### src/rtl/surface_pkg.sv
// rtl/surface_pkg.sv - shared types and constants for the surface normal engine
//   state_t : engine FSM states
//   nbr_t   : voxel fetch order (centre, then -/+ face neighbours per axis)
//   constants: default normal, density field position, fetch count
package surface_pkg;

  typedef enum logic [2:0] {
    S_IDLE,
    S_ISSUE,
    S_WAIT,
    S_GRAD,
    S_NORM,
    S_DONE
  } state_t;

  typedef enum logic [2:0] {
    NB_C,
    NB_XM,
    NB_XP,
    NB_YM,
    NB_YP,
    NB_ZM,
    NB_ZP
  } nbr_t;

  localparam logic signed [7:0] DEFAULT_NORMAL_Z = 8'sd127;
  localparam int DENSITY_LSB = 0;
  localparam int DENSITY_MSB = 7;
  localparam int N_FETCH     = 7;

endpackage

### src/rtl/normal_normalizer.sv
// rtl/normal_normalizer.sv - scales a 9-bit gradient into a signed 8-bit normal
//   gx, gy, gz          in  signed 9-bit central-difference gradient
//   ray_x, ray_y, ray_z in  signed ray direction, used only when the gradient is zero
//   nx, ny, nz          out signed 8-bit normal (combinational)
module normal_normalizer
  import surface_pkg::*;
#(
  parameter int COORD_WIDTH = 16
) (
  input  logic signed [8:0]             gx,
  input  logic signed [8:0]             gy,
  input  logic signed [8:0]             gz,
  input  logic signed [COORD_WIDTH-1:0] ray_x,
  input  logic signed [COORD_WIDTH-1:0] ray_y,
  input  logic signed [COORD_WIDTH-1:0] ray_z,
  output logic signed [7:0]             nx,
  output logic signed [7:0]             ny,
  output logic signed [7:0]             nz
);

  logic [8:0] ax, ay, az, m;
  logic [2:0] k;
  logic signed [8:0] sx, sy, sz;

  // One extra bit so the most negative ray component has a representable magnitude.
  logic signed [COORD_WIDTH:0] rx, ry, rz;
  logic [COORD_WIDTH:0] arx, ary, arz;

  assign rx = (COORD_WIDTH+1)'(ray_x);
  assign ry = (COORD_WIDTH+1)'(ray_y);
  assign rz = (COORD_WIDTH+1)'(ray_z);

  always_comb begin
    ax  = gx[8] ? 9'(-gx) : 9'(gx);
    ay  = gy[8] ? 9'(-gy) : 9'(gy);
    az  = gz[8] ? 9'(-gz) : 9'(gz);
    arx = rx[COORD_WIDTH] ? (COORD_WIDTH+1)'(-rx) : (COORD_WIDTH+1)'(rx);
    ary = ry[COORD_WIDTH] ? (COORD_WIDTH+1)'(-ry) : (COORD_WIDTH+1)'(ry);
    arz = rz[COORD_WIDTH] ? (COORD_WIDTH+1)'(-rz) : (COORD_WIDTH+1)'(rz);
    m   = ax;
    if (ay > m) m = ay;
    if (az > m) m = az;
  end

  // Smallest left shift that lifts a sub-64 maximum into 64..127.
  always_comb begin
    if (m[5])      k = 3'd1;
    else if (m[4]) k = 3'd2;
    else if (m[3]) k = 3'd3;
    else if (m[2]) k = 3'd4;
    else if (m[1]) k = 3'd5;
    else           k = 3'd6;
  end

  always_comb begin
    sx = gx;
    sy = gy;
    sz = gz;
    nx = '0;
    ny = '0;
    nz = '0;
    if (m > 9'd127) begin
      sx = gx >>> 1;
      sy = gy >>> 1;
      sz = gz >>> 1;
      nx = sx[7:0];
      ny = sy[7:0];
      nz = sz[7:0];
    end else if (m >= 9'd64) begin
      nx = gx[7:0];
      ny = gy[7:0];
      nz = gz[7:0];
    end else if (m != 9'd0) begin
      sx = gx <<< k;
      sy = gy <<< k;
      sz = gz <<< k;
      nx = sx[7:0];
      ny = sy[7:0];
      nz = sz[7:0];
    end else if (arx == '0 && ary == '0 && arz == '0) begin
      nz = DEFAULT_NORMAL_Z;
    end else if (arx >= ary && arx >= arz) begin
      // Flat density: face back toward the viewer along the dominant ray axis.
      nx = rx[COORD_WIDTH] ? 8'sd127 : -8'sd127;
    end else if (ary >= arz) begin
      ny = ry[COORD_WIDTH] ? 8'sd127 : -8'sd127;
    end else begin
      nz = rz[COORD_WIDTH] ? 8'sd127 : -8'sd127;
    end
  end

endmodule

### src/rtl/surface_normal_engine.sv
// rtl/surface_normal_engine.sv - voxel surface normal, curvature and smoothness extractor
//   clk, rst_n                 clock, asynchronous active-low reset
//   start                      one-cycle request, sampled in IDLE
//   hit_x/y/z, ray_dir_x/y/z   signed fixed-point hit position and ray direction
//   voxel_addr, voxel_read_en  voxel memory read request (z*G*G + y*G + x)
//   voxel_data                 read data, MEM_LATENCY cycles after the strobe
//   normal_x/y/z               signed 8-bit normal
//   curvature, smoothness      curvature estimate and its complement
//   hit_valid, busy, done      status and one-cycle completion pulse
module surface_normal_engine
  import surface_pkg::*;
#(
  parameter int GRID_SIZE   = 64,
  parameter int COORD_WIDTH = 16,
  parameter int FRAC_BITS   = 8,
  parameter int ADDR_WIDTH  = 18,
  parameter int DATA_WIDTH  = 64,
  parameter int MEM_LATENCY = 1
) (
  input  logic                          clk,
  input  logic                          rst_n,
  input  logic                          start,
  input  logic signed [COORD_WIDTH-1:0] hit_x,
  input  logic signed [COORD_WIDTH-1:0] hit_y,
  input  logic signed [COORD_WIDTH-1:0] hit_z,
  input  logic signed [COORD_WIDTH-1:0] ray_dir_x,
  input  logic signed [COORD_WIDTH-1:0] ray_dir_y,
  input  logic signed [COORD_WIDTH-1:0] ray_dir_z,
  output logic [ADDR_WIDTH-1:0]         voxel_addr,
  output logic                          voxel_read_en,
  input  logic [DATA_WIDTH-1:0]         voxel_data,
  output logic signed [7:0]             normal_x,
  output logic signed [7:0]             normal_y,
  output logic signed [7:0]             normal_z,
  output logic [7:0]                    curvature,
  output logic [7:0]                    smoothness,
  output logic                          hit_valid,
  output logic                          busy,
  output logic                          done
);

  localparam int IDX_W = $clog2(GRID_SIZE);
  localparam logic signed [COORD_WIDTH-1:0] GRID_LIM = COORD_WIDTH'(GRID_SIZE);

  state_t state;

  logic signed [COORD_WIDTH-1:0] vx, vy, vz;
  logic miss;
  logic [IDX_W-1:0] ix, iy, iz;
  logic [IDX_W-1:0] ix_m, ix_p, iy_m, iy_p, iz_m, iz_p;
  logic [IDX_W-1:0] fx, fy, fz;
  logic signed [COORD_WIDTH-1:0] ray_x, ray_y, ray_z;
  logic [2:0] fcnt;
  logic [2:0] ret_cnt;
  logic [MEM_LATENCY-1:0] rd_pipe;
  logic [7:0] dens [N_FETCH];
  logic signed [8:0] gx, gy, gz;
  logic signed [11:0] lap;
  logic [11:0] lap_abs;
  logic [8:0] lap_sh;
  logic [7:0] curv_next;
  logic signed [7:0] nx, ny, nz;
  logic unused_data;

  // Only the density byte matters here; the rest of the voxel word serves other stages.
  assign unused_data = ^voxel_data[DATA_WIDTH-1:DENSITY_MSB+1];

  assign vx = hit_x >>> FRAC_BITS;
  assign vy = hit_y >>> FRAC_BITS;
  assign vz = hit_z >>> FRAC_BITS;
  assign miss = vx[COORD_WIDTH-1] || vy[COORD_WIDTH-1] || vz[COORD_WIDTH-1] ||
                (vx >= GRID_LIM) || (vy >= GRID_LIM) || (vz >= GRID_LIM);

  // Edge-replicate neighbours at the grid boundary.
  assign ix_m = (ix == '0) ? ix : ix - IDX_W'(1);
  assign ix_p = (&ix)      ? ix : ix + IDX_W'(1);
  assign iy_m = (iy == '0) ? iy : iy - IDX_W'(1);
  assign iy_p = (&iy)      ? iy : iy + IDX_W'(1);
  assign iz_m = (iz == '0) ? iz : iz - IDX_W'(1);
  assign iz_p = (&iz)      ? iz : iz + IDX_W'(1);

  always_comb begin
    fx = ix;
    fy = iy;
    fz = iz;
    case (nbr_t'(fcnt))
      NB_XM:   fx = ix_m;
      NB_XP:   fx = ix_p;
      NB_YM:   fy = iy_m;
      NB_YP:   fy = iy_p;
      NB_ZM:   fz = iz_m;
      NB_ZP:   fz = iz_p;
      default: ;
    endcase
  end

  always_comb begin
    lap_abs   = lap[11] ? 12'(-lap) : 12'(lap);
    lap_sh    = lap_abs[11:3];
    curv_next = (lap_sh > 9'd255) ? 8'd255 : lap_sh[7:0];
  end

  normal_normalizer #(
    .COORD_WIDTH(COORD_WIDTH)
  ) u_norm (
    .gx    (gx),
    .gy    (gy),
    .gz    (gz),
    .ray_x (ray_x),
    .ray_y (ray_y),
    .ray_z (ray_z),
    .nx    (nx),
    .ny    (ny),
    .nz    (nz)
  );

  always_ff @(posedge clk or negedge rst_n) begin
    if (!rst_n) begin
      state         <= S_IDLE;
      voxel_addr    <= '0;
      voxel_read_en <= 1'b0;
      normal_x      <= '0;
      normal_y      <= '0;
      normal_z      <= DEFAULT_NORMAL_Z;
      curvature     <= '0;
      smoothness    <= 8'hFF;
      hit_valid     <= 1'b0;
      busy          <= 1'b0;
      done          <= 1'b0;
      ix            <= '0;
      iy            <= '0;
      iz            <= '0;
      ray_x         <= '0;
      ray_y         <= '0;
      ray_z         <= '0;
      fcnt          <= '0;
      ret_cnt       <= '0;
      rd_pipe       <= '0;
      gx            <= '0;
      gy            <= '0;
      gz            <= '0;
      lap           <= '0;
      for (int i = 0; i < N_FETCH; i++) dens[i] <= '0;
    end else begin
      // Strobe delay line: a set tail bit marks the cycle its read data is valid.
      rd_pipe[0] <= voxel_read_en;
      for (int i = 1; i < MEM_LATENCY; i++) rd_pipe[i] <= rd_pipe[i-1];
      if (rd_pipe[MEM_LATENCY-1]) begin
        dens[ret_cnt] <= voxel_data[DENSITY_MSB:DENSITY_LSB];
        ret_cnt       <= ret_cnt + 3'd1;
      end

      done <= 1'b0;
      case (state)
        S_IDLE: begin
          if (start) begin
            if (miss) begin
              normal_x   <= '0;
              normal_y   <= '0;
              normal_z   <= DEFAULT_NORMAL_Z;
              curvature  <= '0;
              smoothness <= 8'hFF;
              hit_valid  <= 1'b0;
              done       <= 1'b1;
              state      <= S_DONE;
            end else begin
              ix            <= vx[IDX_W-1:0];
              iy            <= vy[IDX_W-1:0];
              iz            <= vz[IDX_W-1:0];
              ray_x         <= ray_dir_x;
              ray_y         <= ray_dir_y;
              ray_z         <= ray_dir_z;
              busy          <= 1'b1;
              ret_cnt       <= '0;
              fcnt          <= 3'd1;
              voxel_addr    <= ADDR_WIDTH'({vz[IDX_W-1:0], vy[IDX_W-1:0], vx[IDX_W-1:0]});
              voxel_read_en <= 1'b1;
              state         <= S_ISSUE;
            end
          end
        end
        S_ISSUE: begin
          if (fcnt == 3'(N_FETCH)) begin
            voxel_read_en <= 1'b0;
            state         <= S_WAIT;
          end else begin
            voxel_addr <= ADDR_WIDTH'({fz, fy, fx});
            fcnt       <= fcnt + 3'd1;
          end
        end
        S_WAIT: begin
          if (rd_pipe[MEM_LATENCY-1] && ret_cnt == 3'(N_FETCH-1)) state <= S_GRAD;
        end
        S_GRAD: begin
          gx  <= $signed({1'b0, dens[NB_XM]}) - $signed({1'b0, dens[NB_XP]});
          gy  <= $signed({1'b0, dens[NB_YM]}) - $signed({1'b0, dens[NB_YP]});
          gz  <= $signed({1'b0, dens[NB_ZM]}) - $signed({1'b0, dens[NB_ZP]});
          lap <= $signed(12'(dens[NB_XM]) + 12'(dens[NB_XP]) + 12'(dens[NB_YM]) +
                         12'(dens[NB_YP]) + 12'(dens[NB_ZM]) + 12'(dens[NB_ZP])) -
                 $signed(12'(dens[NB_C]) * 12'd6);
          state <= S_NORM;
        end
        S_NORM: begin
          normal_x   <= nx;
          normal_y   <= ny;
          normal_z   <= nz;
          curvature  <= curv_next;
          smoothness <= 8'hFF - curv_next;
          hit_valid  <= 1'b1;
          busy       <= 1'b0;
          done       <= 1'b1;
          state      <= S_DONE;
        end
        S_DONE: state <= S_IDLE;
        default: state <= S_IDLE;
      endcase
    end
  end

endmodule

### config.mk
export PLATFORM = sky130hd
export DESIGN_NAME = surface_normal_engine
export DESIGN_NICKNAME = d
export VERILOG_FILES = /design/src/rtl/surface_pkg.sv /design/src/rtl/normal_normalizer.sv /design/src/rtl/surface_normal_engine.sv
export SDC_FILE = /design/constraint.sdc
export NUM_CORES = 1
export LEC_CHECK = 0
export CAP_MARGIN = 20
export CORE_MARGIN = 2
export CORE_UTILIZATION = 47
export CTS_CLUSTER_DIAMETER = 150
export DETAILED_ROUTE_END_ITERATION = 8
export PLACE_DENSITY = 0.8
export SKIP_LAST_GASP = 1
export SLEW_MARGIN = 20
export SYNTH_ARGS = -nofsm -noshare
export SYNTH_HDL_FRONTEND = slang
export SYNTH_HIERARCHICAL = 1
export SYNTH_SLANG_ARGS = --single-unit
### constraint.sdc
create_clock -name clk -period 8.6 [get_ports clk]
set_input_delay 1.29 -clock clk [delete_from_list [all_inputs] [get_ports clk]]
set_output_delay 1.29 -clock clk [all_outputs]
set_load 0.01 [all_outputs]
==> impl_results.md <==
* Synth warnings at 6
* Initial antenna violation count at 2
* Total negative slack at 0 ps
* Cell taking the most area after synthesis: dfrtp_1
* Share of cells above drive strength 1 at 0.0722
* Total Wirelength at 52.2 mm
* Main area contributors after synthesis: dfrtp_1 30%, ha_1 9.6%, nand2_1 7.3%, fa_1 4.4%, o21ai_0 4.0%
* Worst reg-to-reg path cell count at 21
* Max stage delay cell, worst path: o22a_1
* Hold_sp: curvature[7]
* Commonest non-fill, non-tap cell in the layout: nand2_1
* Pre-antenna DRT Iters at 5
* CP peak stage delay at 920 ps
* Status: finished clean
* Die height at 202 µm
* Max Freq at 140 MHz
* Pre-CTS setup slack at 1670 ps
* Gpl congestion at 0.939
* Later-pin clock latency in the skew report at 570 ps
* Fin. Hold Viols at 0
* Area Growth Syn to Fin at 14.9%
* Final Max Slew Viols at 0
* CP required at 9100 ps
* R2R Path Start: gy[2]
* Core ar. at 0.0387 mm²
* Worst-Margin Slew at 1120 ps
* EDFF count, synth at 0
* CP bufs+invs at 1
* I/O pin total at 225
* Cts repair resizes at 0
* Setup-failing EPs final at 0
* Hold_buf cts at 0
* Starting DRC count in detailed routing at 1,329
* Vias in the first global route at 16.6k
* Cells after Synth at 2,154
* Clock skew at 16.5 ps
* Final ANT Viol Nets at 0
* Clk root buf: clkbuf_16
* Library cells used by synthesis at 95
* Synthesized area at 0.0185 mm²
* RSZ-0062 raised after global routing: false
* Min Tclk post-route at 7130 ps
* First-pass GRT wire length at 85.5 mm
* Hold Path Stages at 2
* Ys async rst share at 1.00
* Drt drc at 0
* Chip width at 202 µm
* Flop2flop setup slack at 1470 ps
* Final-stage net count at 2,583
* Register area share after synthesis at 0.317
* Syn_area_per_cell at 8.57 µm²
* Startpoint Class: register
* Most frequent cells in the layout: 359 x nand2_1, 218 x dfrtp_1, 149 x o21ai_0
* Layout fillers at 3,462
* Overflow after GRT at 0
* Flip-flop and latch count after synthesis at 233
* Starting Density at 0.476
* Crit path kind: reg2reg
* Num CTS Buffers at 26
* Wire per inst at 18.8 µm
* Max-cap violations at 0
* DIE AREA at 0.0409 mm²
* CP Max Fanout at 24
* CTS Sinks at 233
* Num rows at 72
* Clock transition at path regs at 70 ps
* Final worst slack at 1470 ps
* Area share of the largest cell type after synthesis at 0.296
* Arrival @ worst endpoint at 7630 ps
* Tcrit/Tclk final at 0.829
* Slew HR at 0.251
* Crit-path leading delay family: compound AO/OA/AOI/OAI gates
* Endpoint class of the critical path: register
* Max clock buf depth at 3
* Classification of the worst-slack hold path: reg2reg
* # H-tree levels at 1
* Setup Buffers After CTS at 0
* Crit Reg-Reg Endpoint: normal_z[7]
* Main synth FF type: dfrtp_1
* Dpl hpwl at 38.8 mm
* Largest net degree at the start of global routing at 123
* CTS tree: done
* Total track usage at 0.254
* Hold Path Sink: curvature[7]
* Vias at 16.6k
* Worst-path cell chain: or3_1 -> or3_1 -> o31ai_1 -> xnor2_1 -> ha_1 -> and3_1 -> or4b_1 -> nand3_1 -> o21ai_1 -> buf_4 -> mux2i_1 -> ha_1 -> o21ai_0 -> o21ai_0 -> o221a_2 -> a2111oi_0 -> o22a_1 -> nand2_1 -> and3_1 -> a31oi_1 -> a22o_1
* Port bufs at 144
* Vias per inst at 5.97
-- tightest hold or removal path, stage by stage (launching register included) --
cell and delay [ps]:
dfrtp_1 340, nand2_1 50, nand2_1 50
-- cells in the mapped netlist, types with 18 or more instances --
cell type and number:
a21oi_1 124, o21a_1 18, dfrtp_1 218, nor2b_1 19, nand3_1 37, o211ai_1 21
xor2_1 35, a31oi_1 20, nand2b_1 35, nand2_1 359, mux2i_1 38, a21o_1 21
ha_1 142, nor3_1 47, mux2_2 46, fa_1 41, a22o_1 21, clkbuf_1 89
inv_1 141, nor2_1 92, o31ai_1 31, xnor2_1 44, or3_1 31, o21ai_0 149
-- cell type report --
type | instances | area, µm² | area share
sequential | 233 | 5850 | 0.276
antenna | 2 | 5.00 | 0.000236
clock inverter | 9 | 176 | 0.00832
inverter | 144 | 543 | 0.0256
clock buffer | 39 | 759 | 0.0358
tap | 518 | 648 | 0.0306
timing repair buffer | 165 | 1600 | 0.0757
multi-input combinational | 1667 | 11600 | 0.548
-- stage by stage --
stage               area, µm²  hold slack, ps   util  instances
floorplan               18500             441      -       2158
global placement        20300             462  0.523       2727
detailed placement      20300             464  0.523       2727
CTS                     21200             479  0.547       2775
global route            21200             497  0.547       2777
finish                  21200             476  0.547       2777
-- cell families after synthesis --
family | Yosys count | synth area share
compound gates | 560 | 0.200
xor+xnor | 79 | 0.0375
fa+ha+maj | 183 | 0.141
buf+inv | 258 | 0.0551
flops | 233 | 0.317
mux | 85 | 0.0499
other cells | 2 | 0.000407
simple gates | 754 | 0.200
-- worst max path at each step --
stage          startpoint  slack, ps  cells after the start          end
2_1_floorplan       gy[4]       2310                     25  normal_y[4]
3_3_place_gp        gy[2]       1810                     21  normal_z[7]
3_5_place_dp        gy[2]       1670                     21  normal_z[7]
4_1_cts             gy[2]       1650                     21  normal_z[7]
5_1_grt             gy[2]       1120                     21  normal_z[7]
6_report            gy[2]       1470                     21  normal_z[7]
-- metal layers --
| metal | part of all wire | global-route usage | vias up |
|---|---|---|---|
| li1 | - | - | 7836 |
| met1 | 0.44 | 0.341 | 8076 |
| met2 | 0.47 | 0.423 | 546 |
| met3 | 0.059 | 0.0319 | 111 |
| met4 | 0.035 | 0.0933 | 0 |
| met5 | 0 | 0 | - |
-- state kept, by name (all words and copies together), names as in the netlist, 6 cells and up --
signal,flops
iz,6
smoothness,8
curvature,8
ix,6
normal_y,8
voxel_addr,18
ray_x,16
normal_z,8
gy,9
gz,9
normal_x,8
gx,9
ray_y,16
ray_z,16
lap,12
iy,6
dens,56
Power is not shown: default switching activity piles up to over one toggle a cycle in this logic, so the estimate is an artifact.
